--- src/rtl/digit_scan_pkg.sv ---
// digit_scan_pkg: active-low hex segment table, blank pattern and width helper
package digit_scan_pkg;
  localparam logic [6:0] SEG_OFF = 7'h7F;
  localparam logic [6:0] SEG_HEX [0:15] = '{
    7'h40, 7'h79, 7'h24, 7'h30, 7'h19, 7'h12, 7'h02, 7'h78,
    7'h00, 7'h10, 7'h08, 7'h03, 7'h46, 7'h21, 7'h06, 7'h0E
  };
  function automatic int clog2(input int v);
    return (v > 1) ? $clog2(v) : 1;
  endfunction
endpackage

--- src/rtl/seg7_decoder.sv ---
// seg7_decoder: 4-bit hex nibble to active-low {g,f,e,d,c,b,a} cathode pattern
module seg7_decoder
  import digit_scan_pkg::*;
(
  input  logic [3:0] nibble,
  output logic [6:0] seg
);
  assign seg = SEG_HEX[nibble];
endmodule

--- src/rtl/digit_scan_driver.sv ---
// digit_scan_driver: multiplexed 7-segment scanner with dead time, PWM brightness and hex decode; DIGIT_SCAN_LZB_EN enables leading-zero blanking
module digit_scan_driver
  import digit_scan_pkg::*;
#(
  parameter int NUM_DIGITS   = 4,
  parameter int CLK_HZ       = 100_000_000,
  parameter int DIGIT_HZ     = 1_000,
  parameter int BLANK_CYCLES = 1_000,
  parameter int BRIGHT_W     = 4
) (
  input  logic                          clk_100MHz,
  input  logic                          reset_n,
  input  logic [4*NUM_DIGITS-1:0]       digits,
  input  logic [NUM_DIGITS-1:0]         digit_en,
  input  logic [NUM_DIGITS-1:0]         dp_in,
  input  logic [BRIGHT_W-1:0]           brightness,
  output logic [NUM_DIGITS-1:0]         anode,
  output logic [6:0]                    seg,
  output logic                          dp,
  output logic [clog2(NUM_DIGITS)-1:0]  digit_idx,
  output logic                          slot_start
);
  localparam int SLOT_CYCLES = CLK_HZ / DIGIT_HZ;
  localparam int TW = clog2(SLOT_CYCLES);
  localparam int IW = clog2(NUM_DIGITS);
  localparam logic [31:0] STEP = 32'((SLOT_CYCLES - BLANK_CYCLES) >> BRIGHT_W);
  localparam logic [31:0] BL = 32'(BLANK_CYCLES);
  localparam logic [TW-1:0] LAST = TW'(SLOT_CYCLES - 1);
  localparam logic [IW-1:0] LAST_IDX = IW'(NUM_DIGITS - 1);
  if (SLOT_CYCLES < BLANK_CYCLES + 2**BRIGHT_W || NUM_DIGITS < 1) begin : g_cfg_err
    $error("digit_scan_driver: slot too short for dead time plus brightness steps, or no digits");
  end
  logic [TW-1:0]       timer;
  logic [3:0]          nib_q;
  logic                dp_q, en_q, blank_q;
  logic [BRIGHT_W-1:0] bright_q;
  logic                wrap, lit, hi_zero;
  logic [IW-1:0]       nxt_idx;
  logic [3:0]          nxt_nib;
  logic                nxt_dp, nxt_en, nxt_blank;
  logic [31:0]         on_end;
  logic [6:0]          dec;
  seg7_decoder u_dec (.nibble(nib_q), .seg(dec));
  assign wrap    = timer == LAST;
  assign nxt_idx = (digit_idx == LAST_IDX) ? '0 : digit_idx + 1'b1;
  assign on_end  = BL + STEP * (32'(bright_q) + 32'd1);
  assign lit     = en_q && !blank_q && 32'(timer) >= BL && 32'(timer) < on_end;
  // select the incoming digit's nibble/flags and, with blanking on, whether it and all higher nibbles are zero
  always_comb begin
    nxt_nib = '0;
    nxt_dp = 1'b0;
    nxt_en = 1'b0;
    nxt_blank = 1'b0;
    hi_zero = 1'b1;
    for (int i = NUM_DIGITS - 1; i >= 0; i--) begin
`ifdef DIGIT_SCAN_LZB_EN
      hi_zero = hi_zero && digits[4*i +: 4] == 4'd0;
`endif
      if (IW'(i) == nxt_idx) begin
        nxt_nib = digits[4*i +: 4];
        nxt_dp = dp_in[i];
        nxt_en = digit_en[i];
`ifdef DIGIT_SCAN_LZB_EN
        nxt_blank = i > 0 && hi_zero && !dp_in[i];
`endif
      end
    end
  end
  // slot timer, digit index, per-slot latches and registered pin drive
  always_ff @(posedge clk_100MHz or negedge reset_n) begin
    if (!reset_n) begin
      timer <= '0;
      digit_idx <= '0;
      slot_start <= 1'b0;
      nib_q <= '0;
      dp_q <= 1'b0;
      en_q <= 1'b0;
      blank_q <= 1'b0;
      bright_q <= '1;
      anode <= '1;
      seg <= SEG_OFF;
      dp <= 1'b1;
    end else begin
      timer <= wrap ? '0 : timer + 1'b1;
      slot_start <= wrap;
      if (wrap) begin
        digit_idx <= nxt_idx;
        nib_q <= nxt_nib;
        dp_q <= nxt_dp;
        en_q <= nxt_en;
        blank_q <= nxt_blank;
        bright_q <= brightness;
      end
      anode <= lit ? ~(NUM_DIGITS'(1) << digit_idx) : '1;
      seg <= lit ? dec : SEG_OFF;
      dp <= !(lit && dp_q);
    end
  end
endmodule
--- config.mk ---
export PLATFORM = sky130hd
export DESIGN_NAME = digit_scan_driver
export DESIGN_NICKNAME = d
export VERILOG_FILES = /design/src/rtl/digit_scan_pkg.sv /design/src/rtl/seg7_decoder.sv /design/src/rtl/digit_scan_driver.sv
export SDC_FILE = /design/constraint.sdc
export NUM_CORES = 1
export LEC_CHECK = 0
export BUFFER_PORTS_ARGS = -buffer_cell sky130_fd_sc_hd__clkbuf_2
export CORE_UTILIZATION = 40
export DETAILED_ROUTE_END_ITERATION = 10
export SKIP_CTS_REPAIR_TIMING = 1
export SYNTH_ARGS = -nofsm -noshare
export SYNTH_HDL_FRONTEND = slang
export SYNTH_SLANG_ARGS = --single-unit
--- constraint.sdc ---
create_clock -name clk_100MHz -period 7.21 [get_ports clk_100MHz]
set_clock_uncertainty 0.05 [all_clocks]
set_input_delay 0.721 -clock clk_100MHz [delete_from_list [all_inputs] [get_ports clk_100MHz]]
set_output_delay 0.721 -clock clk_100MHz [all_outputs]
set_load 0.005 [all_outputs]
# Word-level counts from Yosys, hierarchy flattened

Memories as Yosys holds them, arrays and structs flattened.
Cells that the tools add are included.
W data, S select, Z words.

$add $sub $neg: 4
$mul: 1
Magnitude comparators: 3
Eq/ne operators: 5
Shift operators: 1
Muxes and demuxes: 18
Bitwise gates (word level): 2
Reductions and logical operators: 5

Operators with widths:

| cell                     | number |
|---|---|
| $mux W7                  | 3 |
| $mux W4                  | 5 |
| $add A10 B18 Y19 const A | 1 |
| $lt A17 B19 Y1           | 1 |
| $mul A13 B5 Y18 const A  | 1 |
| $add A17 B1 Y17 const B  | 1 |
| $eq A17 B17 Y1 const B   | 1 |
| $ge A17 B10 Y1 const B   | 1 |
| $mux W17                 | 1 |
| $mux W1                  | 8 |
| $add A4 B1 Y5 const B    | 1 |
| $ge A5 B5 Y1 const B     | 1 |
| $not A4 Y5               | 1 |
| $eq A2 B2 Y1 const A     | 2 |
| $not A4 Y4               | 1 |
| $shl A1 B2 Y4 const A    | 1 |
| $logic_and A1 B1 Y1      | 3 |
| $add A2 B1 Y2 const B    | 1 |
| $eq A1 B2 Y1 const A     | 1 |
| $eq A2 B2 Y1 const B     | 1 |
| $logic_not A2 Y1         | 1 |
| $mux W2                  | 1 |
| $logic_not A1 Y1         | 1 |

Register bits after elaboration: 42
Memory bits (read-only): 112
Input bits: 30
Output and inout port bits: 15
Logic and storage cells: 50
Memories kept: 1

Memories:

| memory          | words | width | rd ports | clocked after Yosys merged registers in | wr ports | line              | RTL |
|---|---|---|---|---|---|---|---|
| (no name shown) | 16    | 7     | 1        | 0                                       | 0        | seg7_decoder.sv:8 | `assign seg = SEG_HEX[nibble];` |

# Longest topological paths before layout

Depth in word-level cells: 7
Depth in mapped cells: 23
Gate-level depth less buffers: 22

# By module

Synthesis repeated with hierarchy kept, for this count alone.

Cells, all modules: 386
Area, all modules: 3598.5 um^2

Modules (own cells, without submodules):

| module            | times used | cells an instance | area an instance (um^2) | seq. area each (um^2) |
|---|---|---|---|---|
| digit_scan_driver | 1          | 355               | 3335.7                  | 1071.0 |
| seg7_decoder      | 1          | 31                | 262.8                   | 0.0 |

# Worst setup path before layout

Ideal clock, no wire load.

Path kind: register to register
Start point: register bright_q[0]
End point: register anode[0]
Setup time: 0.089 ns
Arrival time: 5.286 ns
Required time: 7.071 ns
Path slack: 1.785 ns
Cell stages (with the launch flop): 23
Clock period less this slack: 5.425 ns
Cell sequence: dfstp_2 buf_6 nand3_1 xor2_1 inv_1 fa_1 inv_1 fa_1 ha_1 a21o_1 a21oi_1 a21oi_2 o31ai_1 a21oi_1 xnor2_1 ha_1 a211oi_1 o21bai_1 a21o_1 a221o_1 o2bb2ai_4 buf_6 o211ai_2

Cells in the longest elaborated chain, start to end: 6

RTL lines:

| element                | line                    | RTL |
|---|---|---|
| from (decl)            | digit_scan_driver.sv:36 | `logic [BRIGHT_W-1:0] bright_q;` |
| from (signal assigned) | digit_scan_driver.sv:92 | `bright_q <= brightness;` |
| $add A4 B1 Y5          | digit_scan_driver.sv:46 | `assign on_end = BL + STEP * (32'(bright_q) + 32'd1);` |
| $mul A13 B5 Y18        | digit_scan_driver.sv:46 |  |
| $add A10 B18 Y19       | digit_scan_driver.sv:46 |  |
| $lt A17 B19 Y1         | digit_scan_driver.sv:47 | `assign lit = en_q && !blank_q && 32'(timer) >= BL && 32'(timer) < on_end;` |
| $logic_and A1 B1 Y1    | digit_scan_driver.sv:47 |  |
| $mux W4                | digit_scan_driver.sv:94 | `anode <= lit ? ~(NUM_DIGITS'(1) << digit_idx) : '1;` |
| to (signal assigned)   | digit_scan_driver.sv:94 |  |
| to (decl)              | digit_scan_driver.sv:17 | `output logic [NUM_DIGITS-1:0] anode,` |

No other way between the ends.
A chain may end at the register's enable or synchronous reset.

# Worst setup path after layout

Start point: register bright_q[0]
End point: register seg[6]

Cells in the longest elaborated chain, start to end: 6

RTL lines:

| element              | line                    | RTL |
|---|---|---|
| $add A4 B1 Y5        | digit_scan_driver.sv:46 |  |
| $mul A13 B5 Y18      | digit_scan_driver.sv:46 |  |
| $add A10 B18 Y19     | digit_scan_driver.sv:46 |  |
| $lt A17 B19 Y1       | digit_scan_driver.sv:47 |  |
| $logic_and A1 B1 Y1  | digit_scan_driver.sv:47 |  |
| $mux W7              | digit_scan_driver.sv:95 | `seg <= lit ? dec : SEG_OFF;` |
| to (signal assigned) | digit_scan_driver.sv:95 |  |
| to (decl)            | digit_scan_driver.sv:18 | `output logic [6:0] seg,` |

No other way between the ends.

==> flow_summary.rst <==
.. list-table::
   :header-rows: 1

   * - Metric
     - Value
   * - Status
     - completed
   * - # Max-Cap Violations
     - 0
   * - DRC violation count after routing
     - 0
   * - Post-synthesis sequential element count
     - 42
   * - Fraction of the cycle the final worst path needs
     - 82.1%
   * - DRC violation total after the first TritonRoute iteration
     - 93
   * - TritonCTS clock tree
     - done
   * - Gate count after technology mapping
     - 386
   * - Netlist Area Pre-Place
     - 3720 um2
   * - First-pass detailed-route iteration total
     - 4
   * - Row Count
     - 34
   * - Via total after detailed routing
     - 2856
   * - Clk slew on worst S/H paths
     - 80 ps
   * - Post-DP HPWL
     - 6.30 mm
   * - Buffer depth of the longest clock path
     - 2
   * - Commonest cells after routing, fill and taps aside
     - sky130_fd_sc_hd__ha_1, sky130_fd_sc_hd__clkbuf_2, sky130_fd_sc_hd__inv_1, sky130_fd_sc_hd__nor2_1
   * - Power Dens Cells
     - 100 nW/um2
   * - Pin count of the biggest net entering global routing
     - 43
   * - Final setup violation count
     - 0
   * - Most common cell after layout, fill and taps aside
     - sky130_fd_sc_hd__ha_1
   * - Number of unique standard cell types used by synthesis
     - 53
   * - Remaining Overflow, GRT
     - 0
   * - Sort of element at the start of the critical path
     - flip-flop
   * - Worst slew margin
     - 30.1%
   * - TritonCTS Buffers
     - 5
   * - Cell type contributing the most total cell area after synthesis
     - sky130_fd_sc_hd__ha_1
   * - Layer with the highest usage after global routing
     - met2
   * - Area taken by multi-input logic gates
     - 2450 um2
   * - Input/output buffers
     - 44
   * - Area contributors post-synth
     - sky130_fd_sc_hd__ha_1, sky130_fd_sc_hd__dfrtp_1, sky130_fd_sc_hd__dfstp_2
   * - Clk_lat worst skew
     - 290 ps
   * - Number of nets at the end of the flow
     - 523
   * - Post-Synthesis Net Count
     - 483
   * - Met3 demand-to-capacity share in global routing
     - 2.00%
   * - Crit Path Max Fanout
     - 12
   * - Peak supply drop
     - 0.0000694 V
   * - RSZ-0062 raised after global routing
     - false
   * - Layout overhead on the synthesized area
     - 10.2%
   * - Worst min-delay path category
     - flip-flop to flip-flop
   * - Sequential area share after synthesis
     - 28.8%
   * - Met1 Usage GRT
     - 22.9%
   * - Register cell area after layout
     - 1070 um2
   * - Worst hold margin
     - 445 ps
   * - Count of flip-flops with a built-in enable after synthesis
     - 0
   * - Most used DFF post-synth
     - sky130_fd_sc_hd__dfrtp_1
   * - Arrival time of the worst setup path
     - 6050 ps
   * - Overall die area
     - 9680 um2
   * - Global-route wire length before repair
     - 13.7 mm
   * - Share of flip-flops with an asynchronous set or reset
     - 100%
   * - Post-Place Worst Slack
     - 1300 ps
   * - Height of the chip
     - 98.4 um
   * - CP Class
     - flip-flop to flip-flop
   * - Count of final hold-check violations
     - 0
   * - Number of antenna diodes
     - 0
   * - Starting Density
     - 42.0%
   * - Maximum level of the CTS H-tree
     - 2
   * - Max-slew violations
     - 0
   * - Sort of element at the end of the critical path
     - flip-flop
   * - Number of top-level design ports
     - 45
   * - Average instance area after synthesis
     - 9.63 um2
   * - Final critical-path setup slack
     - 1290 ps
   * - Reported leakage power
     - 2.02 nW
   * - Worst reg-to-reg setup slack
     - 1290 ps
   * - Fmax
     - 0.169 GHz
   * - Proportion of layout cells with a drive suffix above 1
     - 21.3%
   * - Area of the core
     - 8850 um2
   * - Routed length per placed instance
     - 14.9 um
   * - Number of antenna violations at the first check in global routing
     - 0
   * - Required time at the worst-slack endpoint
     - 7340 ps
   * - Vias per inst
     - 5.34
   * - Clk Tree Root Cell
     - sky130_fd_sc_hd__clkbuf_8
   * - Global routing usage summed across all routing layers
     - 17.6%
   * - Via count of the first global-routing pass
     - 2841
   * - DIE WIDTH
     - 98.4 um
   * - Count of synthesis-stage warnings from yosys
     - 0
   * - Met2 Usage GRT
     - 30.1%
   * - Tightest Pin Transition
     - 1050 ps
   * - DRT antenna net count
     - 0
   * - FILL cells
     - 859
   * - Final Wtd Congestion
     - 0.899
   * - Time the final worst path needs with I/O delays and setup
     - 5920 ps
   * - Area share of the largest cell type after synthesis
     - 20.5%
   * - Aggregate negative setup slack
     - 0 ps
   * - Number of sinks on the clock net
     - 42
   * - WL final
     - 7.96 mm
[worst paths after layout]
path	to	depth (start not counted)	start
worst max-delay path	seg[6]	20	bright_q[0]
worst min-delay path	dp	1	dp_q
worst max register to register	seg[6]	20	bright_q[0]
worst min register to register	dp	1	dp_q
max in group asynchronous	nib_q[0]	1	reset_n
min in group asynchronous	slot_start	1	reset_n
[sequential cells by signal, indices dropped and copies added (netlist names)]
name and flops:
digit_idx 2, anode 4, bright_q 4, slot_start 1
seg 7, timer 17, dp_q 1, en_q 1
nib_q 4, dp 1
[cells by family (layout without fill, tap and decap cells)]
family	Yosys count	in the layout	share of synthesized area (%)
and+or+nand+nor	112	112	15.3
AOI/OAI and AO/OA	88	88	18.2
adders and majority gates	67	67	23.8
buffers and inverters	44	85	5.22
DFF	42	42	28.8
xor gates and xnor gates	28	28	6.80
muxes	5	5	1.85
[metrics by stage]
stage          total power [mW]  instance area, um2  utilization, %  cells
3_3_place_gp              0.255                4010            45.3    527
5_1_grt                   0.425                4100            46.3    535
6_report                  0.410                4100            46.3    535
3_5_place_dp              0.255                4010            45.3    527
2_1_floorplan             0.243                3720               -    386
4_1_cts                   0.413                4100            46.3    535
[synth_stat cells (4+ instances only)]
| cell type | number |
|---|---|
| sky130_fd_sc_hd__a221oi_1 | 8 |
| sky130_fd_sc_hd__nand3_1 | 9 |
| sky130_fd_sc_hd__ha_1 | 61 |
| sky130_fd_sc_hd__nand2b_1 | 6 |
| sky130_fd_sc_hd__o21ai_0 | 9 |
| sky130_fd_sc_hd__fa_1 | 6 |
| sky130_fd_sc_hd__nor3_1 | 13 |
| sky130_fd_sc_hd__and3_1 | 5 |
| sky130_fd_sc_hd__o21ai_1 | 4 |
| sky130_fd_sc_hd__dfrtp_1 | 26 |
| sky130_fd_sc_hd__nand2_1 | 18 |
| sky130_fd_sc_hd__nor2_1 | 31 |
| sky130_fd_sc_hd__clkbuf_1 | 4 |
| sky130_fd_sc_hd__a21oi_1 | 26 |
| sky130_fd_sc_hd__o211ai_2 | 6 |
| sky130_fd_sc_hd__buf_2 | 4 |
| sky130_fd_sc_hd__nor2b_1 | 12 |
| sky130_fd_sc_hd__xnor2_1 | 13 |
| sky130_fd_sc_hd__a21o_1 | 10 |
| sky130_fd_sc_hd__inv_1 | 32 |
| sky130_fd_sc_hd__nand4_1 | 5 |
| sky130_fd_sc_hd__xor2_1 | 14 |
| sky130_fd_sc_hd__dfstp_2 | 16 |
| sky130_fd_sc_hd__and2_1 | 4 |
| sky130_fd_sc_hd__o21ai_2 | 4 |
[power by group]
| part | leakage, nW | internal [mW] | total [mW] | switching [mW] |
|---|---|---|---|---|
| Combinational | 1.49 | 0.00688 | 0.0149 | 0.00799 |
| Clock | 0.0482 | 0.0774 | 0.159 | 0.0817 |
| Sequential | 0.485 | 0.236 | 0.236 | 0 |
| Total | 2.02 | 0.320 | 0.410 | 0.0897 |
[final cells by class]
type / instances / area share [%]
timing repair buffer: 45 / 5.56
inverter: 32 / 2.93
clock buffer: 7 / 2.11
tap: 108 / 3.30
sequential: 42 / 26.1
clock inverter: 1 / 0.122
multi-input combinational: 300 / 59.8
[critical path, cell delays in order (launching register included)]
cell	delay, ps
sky130_fd_sc_hd__dfstp_2	650
sky130_fd_sc_hd__nand3_1	120
sky130_fd_sc_hd__xor2_1	470
sky130_fd_sc_hd__inv_1	280
sky130_fd_sc_hd__fa_1	550
sky130_fd_sc_hd__inv_1	50
sky130_fd_sc_hd__fa_1	470
sky130_fd_sc_hd__ha_1	370
sky130_fd_sc_hd__a21o_1	200
sky130_fd_sc_hd__a21oi_1	230
sky130_fd_sc_hd__a21oi_2	140
sky130_fd_sc_hd__o31ai_1	260
sky130_fd_sc_hd__a21oi_1	110
sky130_fd_sc_hd__xnor2_1	140
sky130_fd_sc_hd__ha_1	290
sky130_fd_sc_hd__a211oi_1	210
sky130_fd_sc_hd__o21bai_1	110
sky130_fd_sc_hd__a21o_1	180
sky130_fd_sc_hd__a221o_1	380
sky130_fd_sc_hd__o2bb2ai_4	410
sky130_fd_sc_hd__o21ai_1	140
[routing by layer]
layer | vias up | part of all wire (%)
met3 | 13 | 3.3
met4 | 0 | 2.4
met5 | - | 0
li1 | 1437 | -
met2 | 63 | 47
met1 | 1343 | 47
Note: power is estimated with default switching activity, not from simulation.
